**config.mk**
```make
export PLATFORM = sky130hd
export DESIGN_NAME = mul_pipe_acc
export DESIGN_NICKNAME = d
export VERILOG_FILES = /design/src/rtl/mul_pipe_acc.sv
export SDC_FILE = /design/constraint.sdc
export NUM_CORES = 1
export LEC_CHECK = 0
export ABC_CLOCK_PERIOD_IN_PS = 6770
export BUFFER_PORTS_ARGS = -buffer_cell sky130_fd_sc_hd__buf_2
export CELL_PAD_IN_SITES_DETAIL_PLACEMENT = 1
export CELL_PAD_IN_SITES_GLOBAL_PLACEMENT = 2
export CORE_MARGIN = 2
export CORE_UTILIZATION = 38
export DETAILED_ROUTE_END_ITERATION = 16
export PLACE_DENSITY = 0.81
export SLEW_MARGIN = 0
export SYNTH_ARGS = -nofsm -noshare
export SYNTH_HDL_FRONTEND = slang
export SYNTH_SLANG_ARGS = --single-unit
```
**constraint.sdc**
```tcl
create_clock -name clk -period 6.77 [get_ports clk]
set_input_delay 0.3385 -clock clk [delete_from_list [all_inputs] [get_ports clk]]
set_output_delay 0.3385 -clock clk [all_outputs]
set_load 0.05 [all_outputs]
```
**src/rtl/mul_pipe_acc.sv**
```systemverilog
// Pipelined signed/unsigned multiplier, optional multiply-accumulate when MUL_PIPE_ACC_EN is defined.
// Latency: STAGES+1 enabled edges from input capture to RES/ACC.
// Backpressure: none; ce=0 freezes every register, and the consumer must take every out_valid.
module mul_pipe_acc #(
  parameter int WIDTHA = 6,
  parameter int WIDTHB = 9,
  parameter int STAGES = 4,
  parameter int ACCW   = WIDTHA + WIDTHB + 4
) (
  input  logic                     clk,
  input  logic                     rst,
  input  logic                     ce,
  input  logic                     in_valid,
  input  logic                     sgn,
  input  logic                     clr_acc,
  input  logic [WIDTHA-1:0]        A,
  input  logic [WIDTHB-1:0]        B,
  output logic                     out_valid,
  output logic [WIDTHA+WIDTHB-1:0] RES,
  output logic [ACCW-1:0]          ACC,
  output logic                     acc_ovf
);

  localparam int PW = WIDTHA + WIDTHB;

  // Stage 0: operand registers (DSP A/B regs)
  logic [WIDTHA-1:0] ra_q, ra_d;
  logic [WIDTHB-1:0] rb_q, rb_d;
  logic              rsgn_q, rsgn_d;
  logic              rvalid_q, rvalid_d;

  // Product pipeline (M regs then P reg)
  logic [STAGES-1:0][PW-1:0] m_q, m_d;
  logic [STAGES-1:0]         mv_q, mv_d;
  logic [PW-1:0]             a_ext, b_ext, prod;
  logic [PW-1:0]             res_q, res_d;
  logic                      out_valid_q, out_valid_d;
  logic [PW-1:0]             tail_dat;
  logic                      tail_vld;

  always_comb begin
    ra_d     = ra_q;
    rb_d     = rb_q;
    rsgn_d   = rsgn_q;
    rvalid_d = rvalid_q;
    if (ce) begin
      ra_d     = A;
      rb_d     = B;
      rsgn_d   = sgn;
      rvalid_d = in_valid;
    end
  end

  // Extending both operands to the full product width makes the truncated multiply exact.
  always_comb begin
    a_ext = rsgn_q ? PW'($signed(ra_q)) : PW'(ra_q);
    b_ext = rsgn_q ? PW'($signed(rb_q)) : PW'(rb_q);
    prod  = a_ext * b_ext;
  end

  always_comb begin
    m_d  = m_q;
    mv_d = mv_q;
    if (ce) begin
      m_d[0]  = prod;
      mv_d[0] = rvalid_q;
      for (int i = 1; i < STAGES; i++) begin
        m_d[i]  = m_q[i-1];
        mv_d[i] = mv_q[i-1];
      end
    end
  end

  assign tail_dat = m_q[STAGES-1];
  assign tail_vld = mv_q[STAGES-1];

  always_comb begin
    res_d       = res_q;
    out_valid_d = out_valid_q;
    if (ce) begin
      out_valid_d = tail_vld;
      if (tail_vld) res_d = tail_dat;
    end
  end

  always_ff @(posedge clk) begin
    if (rst) begin
      ra_q        <= '0;
      rb_q        <= '0;
      rsgn_q      <= 1'b0;
      rvalid_q    <= 1'b0;
      m_q         <= '0;
      mv_q        <= '0;
      res_q       <= '0;
      out_valid_q <= 1'b0;
    end else begin
      ra_q        <= ra_d;
      rb_q        <= rb_d;
      rsgn_q      <= rsgn_d;
      rvalid_q    <= rvalid_d;
      m_q         <= m_d;
      mv_q        <= mv_d;
      res_q       <= res_d;
      out_valid_q <= out_valid_d;
    end
  end

  assign RES       = res_q;
  assign out_valid = out_valid_q;

`ifdef MUL_PIPE_ACC_EN
  // sgn/clr ride alongside the product so each sample is accumulated with its own mode.
  logic              rclr_q, rclr_d;
  logic [STAGES-1:0] ms_q, ms_d;
  logic [STAGES-1:0] mc_q, mc_d;
  logic [ACCW-1:0]   acc_q, acc_d;
  logic              ovf_q, ovf_d;
  logic [ACCW-1:0]   ext;
  logic [ACCW:0]     sum;
  logic              ovf_now;

  always_comb begin
    rclr_d = rclr_q;
    ms_d   = ms_q;
    mc_d   = mc_q;
    if (ce) begin
      rclr_d  = clr_acc;
      ms_d[0] = rsgn_q;
      mc_d[0] = rclr_q;
      for (int i = 1; i < STAGES; i++) begin
        ms_d[i] = ms_q[i-1];
        mc_d[i] = mc_q[i-1];
      end
    end
  end

  always_comb begin
    ext     = ms_q[STAGES-1] ? ACCW'($signed(tail_dat)) : ACCW'(tail_dat);
    sum     = {1'b0, acc_q} + {1'b0, ext};
    ovf_now = ms_q[STAGES-1]
            ? ((acc_q[ACCW-1] == ext[ACCW-1]) && (sum[ACCW-1] != acc_q[ACCW-1]))
            : sum[ACCW];
    acc_d   = acc_q;
    ovf_d   = ovf_q;
    if (ce && tail_vld) begin
      if (mc_q[STAGES-1]) begin
        acc_d = ext;
        ovf_d = 1'b0;
      end else begin
        acc_d = sum[ACCW-1:0];
        ovf_d = ovf_q | ovf_now;
      end
    end
  end

  always_ff @(posedge clk) begin
    if (rst) begin
      rclr_q <= 1'b0;
      ms_q   <= '0;
      mc_q   <= '0;
      acc_q  <= '0;
      ovf_q  <= 1'b0;
    end else begin
      rclr_q <= rclr_d;
      ms_q   <= ms_d;
      mc_q   <= mc_d;
      acc_q  <= acc_d;
      ovf_q  <= ovf_d;
    end
  end

  assign ACC     = acc_q;
  assign acc_ovf = ovf_q;
`else
  logic unused_clr;
  assign unused_clr = clr_acc;
  assign ACC        = '0;
  assign acc_ovf    = 1'b0;
`endif

endmodule

```
* Word level (Yosys, flattened, before mapping)
Cells that the tools add are included.
** Word-level totals
- Register bits :: 97
- Latch bits :: 0
- Memory bits (writable) :: 0
- Memory bits (read-only) :: 0
- Bits of input ports :: 21
- Output and inout bits :: 36
- Word-level logic and storage cells :: 15
- Memories :: 0
** Operators by class
- Add/subtract/negate cells :: 0
- $mul :: 1
- Div/mod/pow operators :: 0
- Order comparisons :: 0
- Equality and inequality tests :: 0
- Shifts and indexed selects :: 0
- Mux-type cells :: 2
- Bitwise gates (word level) :: 0
- Reductions and logical operators :: 1
** Operator list (number)
- two-way mux 15 bit :: 2
- multiplier 15 x 15 -> 15 bit :: 1
- AND reduction 2 bit :: 1

* Logic depth before layout (Yosys ltp)
Gate-level depths: netlist (run 1).
- Depth in word-level cells :: 2
- Mapped depth :: 22
- Gate-level depth less buffers :: 21

* Least setup slack after synthesis (run 1)
OpenSTA, ideal clock, no wires.
- Path kind :: reg-to-reg
- From :: register rsgn_q
- To :: register m_q[14] in the netlist's numbering
- Library setup time :: 0.079 ns
- Data arrival time :: 5.119 ns
- Required time :: 6.691 ns
- Path slack :: 1.572 ns
- Cell stages (with the launch flop) :: 18
- Path buffers :: 0
- Period minus slack after synthesis :: 5.198 ns
- Cell sequence :: dfxtp_1 -> and2_1 -> nand2_1 -> fa_1 -> fa_1 -> inv_1 -> fa_1 -> inv_1 -> fa_1 -> fa_1 -> fa_1 -> inv_1 -> ha_1 -> or2_2 -> a21oi_1 -> a21oi_1 -> xor2_1 -> a211oi_2
** On the way
- Cells in the longest elaborated chain, start to end :: 2
- Elaborated cells on any way between the ends :: 3
- Those cells by class :: mul: 1; mux: 2
** Ends and longest elaborated chain
- from (decl) :: line 29 : logic rsgn_q, rsgn_d;
- from (signal assigned) :: line 99 : rsgn_q <= rsgn_d;
- two-way mux 15 bit (on tied branches) :: line 56, 57
- multiplier 15 x 15 -> 15 bit (*) :: line 58 : prod = a_ext * b_ext;
- to (signal assigned) :: line 101 : m_q <= m_d;
- to (decl) :: line 33 : logic [STAGES-1:0][PW-1:0] m_q, m_d;
Every way passes the cells marked *; elsewhere a longest branch is shown, timed or not.
A chain may end at the register's enable or synchronous reset.

* Worst setup path after layout (run 1)
- From :: register ra_q[5]
- To :: register m_q[14] in the netlist's numbering
** On the way
- Cells in the longest elaborated chain, start to end :: 2
** Ends and longest elaborated chain
- from (decl) :: line 27 : logic [WIDTHA-1:0] ra_q, ra_d;
- from (signal assigned) :: line 97 : ra_q <= ra_d;
- two-way mux 15 bit :: line 56 : a_ext = rsgn_q ? PW'($signed(ra_q)) : PW'(ra_q);
- multiplier 15 x 15 -> 15 bit :: line 58
No other way between the ends.

==> results of run 1 <==
[layout make-up]
class                      instances  area share [%]
clock inverter                     6           1.067
tap                              220           3.911
timing repair buffer              36           2.667
sequential                        97           27.59
clock buffer                      10           3.396
multi-input combinational        481           57.26
inverter                          77           4.107
[power by group through the flow]
stage / logic [mW] / clock network (mW) / registers [mW]
after global routing: 0.174 / 0.569 / 0.608
after global placement: 0.152 / 0 / 0.618
after detailed placement: 0.155 / 0 / 0.619
after CTS: 0.156 / 0.550 / 0.605
final: 0.153 / 0.533 / 0.605
after floorplan: 0.144 / 0 / 0.604
[worst max-delay path, stage by stage, from the launching register on]
cell and delay (ps):
dfxtp_1 640, and2_1 280, nand2_1 160, fa_1 560, fa_1 550, inv_1 120, fa_1 570, inv_1 50
fa_1 470, inv_1 50, fa_1 510, fa_1 440, xor2_1 180, xnor2_1 200, xnor2_1 160, xnor3_1 480
xor2_1 170, a211oi_2 210
[registers in the layout, indices dropped and copies added, names as in the netlist]
| register | count |
|---|---|
| rsgn_q | 1 |
| rvalid_q | 1 |
| RES | 15 |
| ra_q | 6 |
| out_valid | 1 |
| tail_dat | 15 |
| rb_q | 9 |
| mv_q | 4 |
| m_q | 45 |
[how the worst min path moves through the flow]
stage / from / to / cells after the start
after global routing: A[4] / ra_q[4] / 3
final: A[0] / ra_q[0] / 3
after global placement: RES[5] / RES[5] / 2
after CTS: A[0] / ra_q[0] / 3
after detailed placement: RES[4] / RES[4] / 2
after floorplan: tail_dat[0] / RES[0] / 2
[through the flow]
step	instances	hold WS, ps	cell area (sq um)	total power, mW
2_1_floorplan	710	431.3	6568	0.7480
3_3_place_gp	911	440.3	6724	0.7693
3_5_place_dp	911	443.4	6724	0.7740
4_1_cts	927	224.0	7038	1.312
5_1_grt	927	237.0	7038	1.351
6_report	927	236.5	7038	1.291
[routing by layer]
layer | routed length [um] | part of all wire [%] | up-vias
li1 | - | - | 2170
met1 | 5926 | 47 | 2112
met2 | 6310 | 50 | 47
met3 | 271 | 2.1 | 14
met4 | 176 | 1.4 | 0
met5 | 0 | 0 | -
[synth_stat cells, types with 2 or more instances]
cell       n
a211oi_1   4
a21o_1     7
a21oi_1   27
a31oi_1    2
and2_1    41
and3_1     4
buf_2      5
buf_4     23
clkbuf_1  25
dfxtp_1   97
fa_1      57
ha_1      44
inv_1     77
mux2i_1   75
nand2_1   56
nand2b_1   6
nand3_1    3
nand3b_1   2
nor2_1    82
nor3_1     3
nor4_1     2
o21ai_0    6
o21bai_1   2
or3b_2     2
xnor2_1   17
xor2_1     7
[cells by family (layout without fill, tap and decap cells)]
family	after synthesis	count (layout)	share of synthesized area (%)
flip-flops	97	97	29.89
multiplexers	75	75	11.56
other	1	20	0.05773
AND/OR/NAND/NOR	206	206	14.54
AO/OA/AOI/OAI	53	53	4.911
adder cells (fa/ha/maj)	101	101	26.04
XOR/XNOR	26	26	3.833
buffers and inverters	132	129	9.168
==> run_results.csv, run 1 <==
group,metric,value,unit
clocking,cts_root_buf,"clkbuf_16",
critical_path,critPathLaunch,"ra_q[5]",
global_routing,grtUsageMet1,19.16,%
global_routing,grt.overflow.total,0,
power,p_sw_share,26.99,%
hold_path,hp-class,"in -> reg",
clocking,clkTransAtPathRegs,70,ps
power,power_frac_comb,11.9,%
critical_path,cp-start-kind,"flip-flop",
critical_path,endpoint,"m_q[14]",
power,p_sw,0.3485,mW
sta,rsz0062_at_grt,"no",
global_routing,grt_usage,15.07,%
synthesis,yosysWarnings,0,
sta,worstMarginPinSlew,1065,ps
global_routing,grt_pass1_wl,22110,um
placed_design,dp_hpwl,9525,um
routing,drt-total-wl,12690,um
synthesis,synth_seq_area_share,29.89,%
clocking,cts_sinks,97,
routing,postRouteAntennaNets,0,
cells_and_area,syn2layout_area_growth,8.340,%
routing,wire_per_inst,13.68,um
sta,setup_viol,0,
critical_path,endpoint_kind,"flip-flop",
sta,fin_crit,5898,ps
synthesis,syn-instance-count,691,
cells_and_area,fin_util,42.29,%
critical_path,crit_path_max_fanout,17,
die,start_util,39.03,%
power,p_seq_share,46.8,%
clocking,cts_buffer_depth,2,
synthesis,ys_types,41,
global_routing,grt_max_degree,103,
sta,fin_crit_sh,87.11,%
clocking,post_cts_resized,0,
clocking,cts_max_level,3,
routing,via_per_inst,4.685,
placed_design,gp_congestion,0.7538,
synthesis,synth_top_cell_by_area,"dfxtp_1",
synthesis,synth_seq_cells,97,
die,ioPinCount,57,
clocking,cts_made_buffers,9,
power,internal-power,0.9427,mW
die,rows,47,
sta,hold_viol,0,
clocking,cts_hold_buf,0,
global_routing,grtUsageMet3,2.252,%
routing,route.detailed.drc,0,
routing,vias,4343,
cells_and_area,seq_area,0.001942,sq mm
critical_path,reg2reg_depth,17,
placed_design,pre_cts_ws,840.5,ps
critical_path,crit_type,"reg -> reg",
cells_and_area,mostFrequentLayoutCells,"97 x dfxtp_1, 82 x nor2_1, 77 x inv_1",
placed_design,io_buffer_count,35,
synthesis,synth_top_area_share,29.89,%
critical_path,r2r_slack,870,ps
die,die_y,134.8,um
clocking,tritoncts,"built",
critical_path,arrival,6160,ps
global_routing,antenna_found_initial,0,
sta,skew,5.254,ps
die,fp.dieW,134.8,um
synthesis,avgSynthCellArea,9.401,sq um
power,clkPwrFrac,41.3,%
clocking,clock_latency,340,ps
status,status,"finished, final reports clean",
global_routing,use_met2,26.73,%
synthesis,synth-edff-count,0,
die,core,0.01664,sq mm
critical_path,cp.required,7030,ps
critical_path,r2r_end,"m_q[14]",
routing,dr.pass1.iters,3,
sta,relSlewSlack,28.99,%
synthesis,ys.flop_type,"dfxtp_1",
power,ir_drop,0.1118,mV
sta,tns,0,ps
cells_and_area,final_common_cell,"dfxtp_1",
power,powerDensity,183.5,mW/mm^2
cells_and_area,final_nets,824,
sta,fmax,169.6,MHz
cells_and_area,multi_input_area,0.004030,sq mm
global_routing,grt.busiest_layer,"met2",
critical_path,rr_startpoint,"ra_q[5]",
clocking,cts_setup_buffers,0,
synthesis,synth-async-reset-ratio,0,%
cells_and_area,n_fill_cell,1904,
global_routing,grt_pass1_vias,4624,
routing,drt_iter0_markers,116,
flow_run,maxCapViolCount,0,
cells_and_area,drive_above_1_share,8.345,%
cells_and_area,n_antenna_cell,0,
synthesis,synth_area,0.006496,sq mm
sta,maxSlewViolCount,0,
sta,worst_slack,872.3,ps
die,dieArea,0.01816,sq mm
power,leakage,3.425,nW
synthesis,synthTopCellsByArea,"dfxtp_1 30%, fa_1 18%, mux2i_1 12%",
Power figures use the tool's default switching activity.
==> run 2, diff against run 1 <==
--- a/config.mk
+++ b/config.mk
@@ -6,13 +6,14 @@
 export NUM_CORES = 1
 export LEC_CHECK = 0
 export ABC_CLOCK_PERIOD_IN_PS = 6770
-export BUFFER_PORTS_ARGS = -buffer_cell sky130_fd_sc_hd__buf_2
+export BUFFER_PORTS_ARGS = -buffer_cell sky130_fd_sc_hd__clkbuf_2
 export CELL_PAD_IN_SITES_DETAIL_PLACEMENT = 1
 export CELL_PAD_IN_SITES_GLOBAL_PLACEMENT = 2
 export CORE_MARGIN = 2
 export CORE_UTILIZATION = 38
 export DETAILED_ROUTE_END_ITERATION = 16
 export PLACE_DENSITY = 0.81
+export SKIP_LAST_GASP = 1
 export SLEW_MARGIN = 0
 export SYNTH_ARGS = -nofsm -noshare
 export SYNTH_HDL_FRONTEND = slang
==> run 2 against run 1 <==
Via count rose by 1.4%. Design area grew 0.20%. Global-route usage up 0.61 points. Wire length up 3.0%. Clock power is 4.9% higher. Core utilization up 0.083 points. Critical path type unchanged. Critical endpoint unchanged.
==> run_results.csv, run 2 (synthesis gave the netlist of run 1 again) <==
group,metric,value,unit
sta,maxSlewViolCount,0,
critical_path,rr_startpoint,"ra_q[5]",
sta,fmax,169.9,MHz
clocking,cts_buffer_depth,2,
critical_path,cp_top_family,"adder cells",
power,power_frac_comb,11.7,%
die,core,0.01664,sq mm
clocking,post_cts_resized,0,
critical_path,critical_path.max_stage_delay,620,ps
status,status,"finished, final reports clean",
hold_path,min_from,"A[0]",
cells_and_area,final_cell_count_no_fill,927,
sta,worstMarginPinSlew,1036,ps
clocking,tritoncts,"built",
cells_and_area,top_register,"m_q",
global_routing,grt_pass1_vias,4774,
critical_path,endpoint_kind,"flip-flop",
critical_path,r2r_end,"m_q[14]",
critical_path,cp_cell_sequence,"and2_1 -> nand2_1 -> fa_1 -> fa_1 -> inv_1 -> fa_1 -> inv_1 -> fa_1 -> inv_1 -> fa_1 -> fa_1 -> xor2_1 -> xnor2_1 -> xnor2_1 -> xnor3_1 -> xor2_1 -> a211oi_2",
clocking,cts_hold_buf,0,
clocking,cts_made_buffers,9,
clocking,cts_sinks,97,
die,fp.dieW,134.8,um
placed_design,pre_cts_ws,826.2,ps
routing,postRouteAntennaNets,0,
die,start_util,39.03,%
cells_and_area,drive_above_1_share,8.204,%
die,ioPinCount,57,
global_routing,antenna_found_initial,0,
hold_path,hp-class,"in -> reg",
routing,dr.pass1.iters,4,
hold_path,min_path_cells,3,
hold_path,hold_end,"ra_q[0]",
clocking,cts_setup_buffers,0,
routing,vias,4404,
power,p_sw_share,25.81,%
critical_path,arrival,6150,ps
critical_path,critical_path.most_common_cell,"fa_1",
clocking,clock_latency,340,ps
global_routing,grt_max_degree,103,
power,p_sw,0.3403,mW
placed_design,dp_cells,911,
clocking,clkTransAtPathRegs,70,ps
critical_path,cp_slowest_cell,"dfxtp_1",
placed_design,gp_congestion,0.7528,
cells_and_area,syn2layout_area_growth,8.552,%
routing,drt-total-wl,13070,um
critical_path,reg2reg_depth,17,
cells_and_area,n_antenna_cell,0,
sta,relSlewSlack,30.90,%
sta,worst_slack,882.6,ps
global_routing,grt_pass1_wl,22980,um
clocking,cts_root_buf,"clkbuf_16",
routing,wire_per_inst,14.10,um
die,die_y,134.8,um
sta,skew,3.761,ps
power,ir_drop,0.1555,mV
cells_and_area,largest_reg_flops,45,
critical_path,crit_path_max_fanout,17,
sta,setup_viol,0,
sta,rsz0062_at_grt,"no",
critical_path,crit_buf_inv,3,
cells_and_area,final_common_cell,"dfxtp_1",
flow_run,maxCapViolCount,0,
critical_path,r2r_slack,880,ps
routing,route.detailed.drc,0,
cells_and_area,final_nets,824,
critical_path,crit_type,"reg -> reg",
sta,whs,241.8,ps
global_routing,grt_usage,15.69,%
power,internal-power,0.9780,mW
placed_design,dp_hpwl,9770,um
sta,hold_viol,0,
power,leakage,3.425,nW
critical_path,cp.required,7030,ps
routing,drt_iter0_markers,170,
cells_and_area,n_fill_cell,1898,
global_routing,grt.overflow.total,0,
power,p_seq_share,45.9,%
power,clkPwrFrac,42.4,%
sta,tns,0,ps
routing,via_per_inst,4.751,
power,powerDensity,186.9,mW/mm^2
sta,fin_crit,5887,ps
die,dieArea,0.01816,sq mm
sta,fin_crit_sh,86.96,%
clocking,cts_max_level,3,
cells_and_area,mostFrequentLayoutCells,"97 x dfxtp_1, 82 x nor2_1, 77 x inv_1",
placed_design,io_buffer_count,35,
die,rows,47,
critical_path,cp-start-kind,"flip-flop",
[run 2: cell types whose count changed in the layout (fill, tap and decap cells not counted)]
cell / delta
clkinvlp_4: -2
inv_8: -2
bufinv_16: +1
inv_6: +2
buf_2: -33
clkbuf_1: +1
clkbuf_2: +33
[run 2: worst max path at each step]
stage / startpoint / to / slack, ps / cells after the start
after floorplan: rsgn_q / m_q[14] / 1570 / 17
after global placement: ra_q[5] / m_q[14] / 1010 / 17
after detailed placement: ra_q[5] / m_q[14] / 830 / 17
after CTS: ra_q[5] / m_q[14] / 810 / 17
after global routing: ra_q[5] / m_q[14] / 520 / 17
final: ra_q[5] / m_q[14] / 880 / 17
[run 2: metrics by stage]
stage / power (mW) / instance area (sq um) / utilization [%]
finish: 1.318 / 7052 / 42.37
global route: 1.383 / 7052 / 42.37
CTS: 1.342 / 7052 / 42.37
detailed placement: 0.7752 / 6724 / 40.40
global placement: 0.7692 / 6724 / 40.40
floorplan: 0.7480 / 6568 / -
[run 2: tightest hold or removal path, cell delays in order]
cell and delay (ps):
clkbuf_2 80, mux2i_1 60, nor2_1 70
[run 2: power by group through the flow]
stage,Clock (mW),Sequential [mW],Combinational (mW)
floorplan,0,0.604,0.144
global placement,0,0.618,0.151
detailed placement,0,0.619,0.156
CTS,0.579,0.606,0.157
global route,0.600,0.608,0.174
finish,0.559,0.605,0.154
[run 2: routing by layer]
metal	track usage, %	part of all wire [%]	vias up
li1	-	-	2174
met1	19.15	45	2161
met2	28.48	51	55
met3	2.477	2.5	14
met4	4.503	1.5	0
met5	0	0	-
[run 2: area by class of cell]
type                    instances  area [sq um]  share of cell area (%)
inverters                      77         289.0                   4.099
clock buffers                  11         242.7                   3.442
well taps                     220         275.3                   3.903
multi-input cells             481          4030                   57.15
repair buffers                 36         187.7                   2.661
flip-flops and latches         97          1942                   27.54
clock inverters                 5         85.08                   1.207
